<file path="src/rtl/bin2bcd_seq.sv">
// rtl/bin2bcd_seq.sv - sequential binary-to-BCD converter (shift-add-3, one bit per clock)
module bin2bcd_seq #(
    parameter int IN_WIDTH = 14
) (
    input  logic                clk,
    input  logic                reset,
    input  logic                start,
    input  logic [IN_WIDTH-1:0] bin,
    output logic                busy,
    output logic                done,
    output logic [15:0]         bcd_out,
    output logic                overflow
);

    typedef enum logic {IDLE, SHIFT} state_t;

    localparam logic [IN_WIDTH-1:0] SAT_VAL = IN_WIDTH'(14'd9999);

    state_t                state_q, state_d;
    logic [IN_WIDTH-1:0]   shreg_q, shreg_d;
    logic [15:0]           acc_q, acc_d;
    logic [3:0]            cnt_q, cnt_d;
    logic                  ovf_pend_q, ovf_pend_d;
    logic                  done_q, done_d;
    logic [15:0]           bcd_q, bcd_d;
    logic                  overflow_q, overflow_d;

    logic [31:0]           bin_ext;
    logic                  saturate;
    logic [15:0]           acc_corr;
    logic [15:0]           acc_shift;

    // Widening first keeps the compare legal for every IN_WIDTH; it folds to false below 14 bits.
    assign bin_ext  = 32'(bin);
    assign saturate = (bin_ext > 32'd9999);

    always_comb begin
        acc_corr = acc_q;
        for (int i = 0; i < 4; i++) begin
            if (acc_q[i*4 +: 4] >= 4'd5) begin
                acc_corr[i*4 +: 4] = acc_q[i*4 +: 4] + 4'd3;
            end
        end
        acc_shift = {acc_corr[14:0], shreg_q[IN_WIDTH-1]};
    end

    always_comb begin
        state_d    = state_q;
        shreg_d    = shreg_q;
        acc_d      = acc_q;
        cnt_d      = cnt_q;
        ovf_pend_d = ovf_pend_q;
        done_d     = 1'b0;
        bcd_d      = bcd_q;
        overflow_d = overflow_q;
        case (state_q)
            IDLE: begin
                if (start) begin
                    shreg_d    = saturate ? SAT_VAL : bin;
                    ovf_pend_d = saturate;
                    acc_d      = 16'h0000;
                    cnt_d      = 4'(IN_WIDTH);
                    state_d    = SHIFT;
                end
            end
            SHIFT: begin
                acc_d   = acc_shift;
                shreg_d = {shreg_q[IN_WIDTH-2:0], 1'b0};
                cnt_d   = cnt_q - 4'd1;
                // Results publish only on the last shift so the display never sees partial digits.
                if (cnt_q == 4'd1) begin
                    bcd_d      = acc_shift;
                    overflow_d = ovf_pend_q;
                    done_d     = 1'b1;
                    state_d    = IDLE;
                end
            end
            default: state_d = IDLE;
        endcase
    end

    always_ff @(posedge clk or posedge reset) begin
        if (reset) begin
            state_q    <= IDLE;
            shreg_q    <= '0;
            acc_q      <= 16'h0000;
            cnt_q      <= 4'd0;
            ovf_pend_q <= 1'b0;
            done_q     <= 1'b0;
            bcd_q      <= 16'h0000;
            overflow_q <= 1'b0;
        end else begin
            state_q    <= state_d;
            shreg_q    <= shreg_d;
            acc_q      <= acc_d;
            cnt_q      <= cnt_d;
            ovf_pend_q <= ovf_pend_d;
            done_q     <= done_d;
            bcd_q      <= bcd_d;
            overflow_q <= overflow_d;
        end
    end

    assign busy     = (state_q == SHIFT);
    assign done     = done_q;
    assign bcd_out  = bcd_q;
    assign overflow = overflow_q;

endmodule

</file>
<file path="config.mk">
export PLATFORM = sky130hd
export DESIGN_NAME = bin2bcd_seq
export DESIGN_NICKNAME = d
export VERILOG_FILES = /design/src/rtl/bin2bcd_seq.sv
export SDC_FILE = /design/constraint.sdc
export NUM_CORES = 1
export LEC_CHECK = 0
export CAP_MARGIN = 30
export CORE_AREA = 2 2 74 76
export DETAILED_ROUTE_END_ITERATION = 7
export DIE_AREA = 0 0 76 78
export GPL_ROUTABILITY_DRIVEN = 0
export PLACE_DENSITY = 0.78
export SYNTH_ARGS = -nofsm -noshare
export SYNTH_HDL_FRONTEND = slang
export SYNTH_SLANG_ARGS = --single-unit
</file>
<file path="constraint.sdc">
create_clock -name clk -period 2.3 [get_ports clk]
set_clock_uncertainty 0.15 [all_clocks]
set_input_delay 0.345 -clock clk [delete_from_list [all_inputs] [get_ports clk]]
set_output_delay 0.345 -clock clk [all_outputs]
set_load 0.01 [all_outputs]
</file>
==> impl_metrics.toml <==
[critical_path]
startpoint_type = "flip-flop"
slowest_delay_ps = 610
crit_chain = "clkdlybuf4s50_1"
worstPathRequired_ps = 1800
worstPathArrival_ps = 1490
path_class = "flip-flop to primary output"
cp_max_fo = 16
critPathSlowestCell = "clkdlybuf4s50_1"
cp_num_buf_inv = 1
reg2reg_setup_slack_ps = 520
path_delay_family = "buffers and inverters"
cp-end-kind = "primary output"

[sta]
timing.setup.tns_ps = 0
fin_crit_sh_pct = 86.3
rsz0062_at_grt = "no"
tightestPinTransition_ps = 348
slew_viol_final = 0
worst_slack_ps = 316
setup_viol = 0
slew-limit-headroom_pct = 76.7
post-route-min-period_ps = 1980
holdWs_ps = 258
max_freq_mhz = 504
hold_violations = 0

[routing]
drt_wl_total_mm = 4.92
postRouteAntennaNets = 0
via_per_inst = 5.30
drt_iter0_drc = 138
dr_total_vias = 1935
drt-pass1-iter-count = 4
remaining_drc_errors = 0
wl_per_cell_um = 13.5

[die]
fp.dieArea_um2 = 5930
core_area_um2 = 5040
io_pins = 36
die_h_um = 78
start_util_pct = 54.0
die_w_um = 76
rows = 26

[clock_network]
h-tree-depth = 2
clockBufferDepth = 2
post_cts_resized = 0
cts_tree = "built"
numCtsBuffers = 5
cts.sinks = 54
ctsHoldBuffers = 0
post_cts_buffers = 0
clk_latency_ps = 300
root_buffer = "clkbuf_8"
clkSlewWorstSetupHoldPaths_ps = 90

[global_routing]
gr-usage-met2_pct = 32.5
grt_busiest_layer = "met2"
grt_util_met1_pct = 23.6
first_global_vias = 1911
grt_max_degree = 55
grt_pass1_wl_mm = 8.87
met3_usage_pct = 3.49
grt_antenna_before_repair = 0
grt-ovfl-total = 0
grt_usage_pct = 18.7

[power_and_ir_drop]
leakage_nw = 1.55
p_sw_share_pct = 36.6
ir_worst_vdd_v = 0.000615
p_switching_mw = 1.59
p_comb_share_pct = 46.5
p_per_area_nw_per_um2 = 1340
p_clk_share_pct = 13.7
internal_power_mw = 2.76
seqPwrFrac_pct = 39.8

[logic_synthesis]
yosysSeqAreaShare_pct = 49.6
yosysUniqueCellTypes = 37
syn_area_um2 = 2730
ys_seq_elements = 54
synth_nets = 287
syn_inst = 260
yosysWarnings = 0
syn_avg_cell_area_um2 = 10.5

[finish]
design_area_um2 = 3260
most-common-layout-cells = "dfrtp_1, nand2_1, clkdlybuf4s50_1, o21ai_0, mux2i_1"
drive_gt1_share_pct = 12.2
utilization_pct = 64.6
area_delta_synth_final_pct = 19.6
layout_commonest_cell = "dfrtp_1"
antenna_cells = 0
layout.nets = 321

[placed_design]
pre_cts_ws_ps = 330
place_area_um2 = 3150
hpwl_mm = 3.43
port_buffers = 35

[hold_path]
hp-class = "input pin to async pin"

[run]
cap_violations = 0

[status]
run_status = "complete, no violations"
[sequential cells by signal, indices dropped and copies added (netlist names)]
register and count:
acc_q 16, bcd_out 16, shreg_q 14, cnt_q 4, busy 1, done 1, overflow 1, ovf_pend_q 1
[cells in the mapped netlist]
cell type,n,area share (%)
ha_1,10,4.6
a22oi_1,1,0.28
a31oi_1,2,0.46
buf_4,3,0.83
o31ai_1,1,0.28
inv_1,16,2.2
a21o_2,1,0.32
mux2_4,3,1.7
a311oi_1,3,0.96
nand4b_1,1,0.32
nor2_2,1,0.23
o311ai_0,1,0.32
mux2i_1,17,6.2
xnor2_1,6,1.9
nor3_1,7,1.3
buf_6,1,0.41
clkbuf_1,3,0.41
nor4_1,1,0.23
nand3_1,4,0.73
nand2b_1,2,0.46
a21oi_4,2,1.2
inv_4,1,0.23
nand3_4,1,0.64
nand2_1,37,5.1
a21oi_2,1,0.32
o21ai_0,17,3.1
mux2_2,9,3.7
a32o_1,2,0.73
nand2b_2,2,0.64
a21oi_1,15,2.8
a21o_1,7,1.9
o21ai_1,1,0.18
dfrtp_1,54,50
nor2_1,10,1.4
a21bo_2,1,0.37
buf_2,5,0.92
nor3b_1,11,3.0
[through the flow]
stage	power, mW	std cells
final	4.35	365
after global routing	4.73	365
after CTS	4.41	365
after detailed placement	3.79	357
after global placement	3.70	357
after floorplan	3.16	260
[metal layers]
metal | vias to the layer above | routed length [µm] | part of all wire [%]
met5 | - | 0 | 0
met2 | 35 | 2460 | 50
met1 | 931 | 2230 | 45
li1 | 963 | - | -
met3 | 6 | 175 | 3.6
met4 | 0 | 57 | 1.2
[worst paths after layout]
path | startpoint | endpoint | cells after the start
min reg2reg | bcd_out[7] | bcd_out[7] | 2
max | busy | busy | 1
max reg2reg | acc_q[5] | bcd_out[6] | 6
max in group asynchronous | reset | busy | 3
min | reset | bcd_out[2] | 3
min in group clk | bcd_out[7] | bcd_out[7] | 2
[area by class of cell]
class	instances	area, µm²
inverters	17	66.3
repair buffers	39	405
multi-input cells	177	1240
well taps	70	87.6
flip-flops and latches	54	1350
clock buffers	8	110
fillers	405	1780
[power groups by stage]
stage	sequential (mW)	clock [mW]	combinational, mW
after floorplan	1.73	0	1.43
after global placement	1.74	0	1.97
after detailed placement	1.75	0	2.03
after CTS	1.74	0.620	2.05
after global routing	1.80	0.652	2.27
final	1.73	0.597	2.02
[logic make-up after synthesis]
| logic type | share of synthesized area (%) |
|---|---|
| compound gates | 13.2 |
| mux | 11.6 |
| fa+ha+maj | 4.59 |
| flops | 49.6 |
| buf+inv | 5.00 |
| xor+xnor | 1.93 |
| simple gates | 14.1 |
Power figures use the tool's default switching activity.
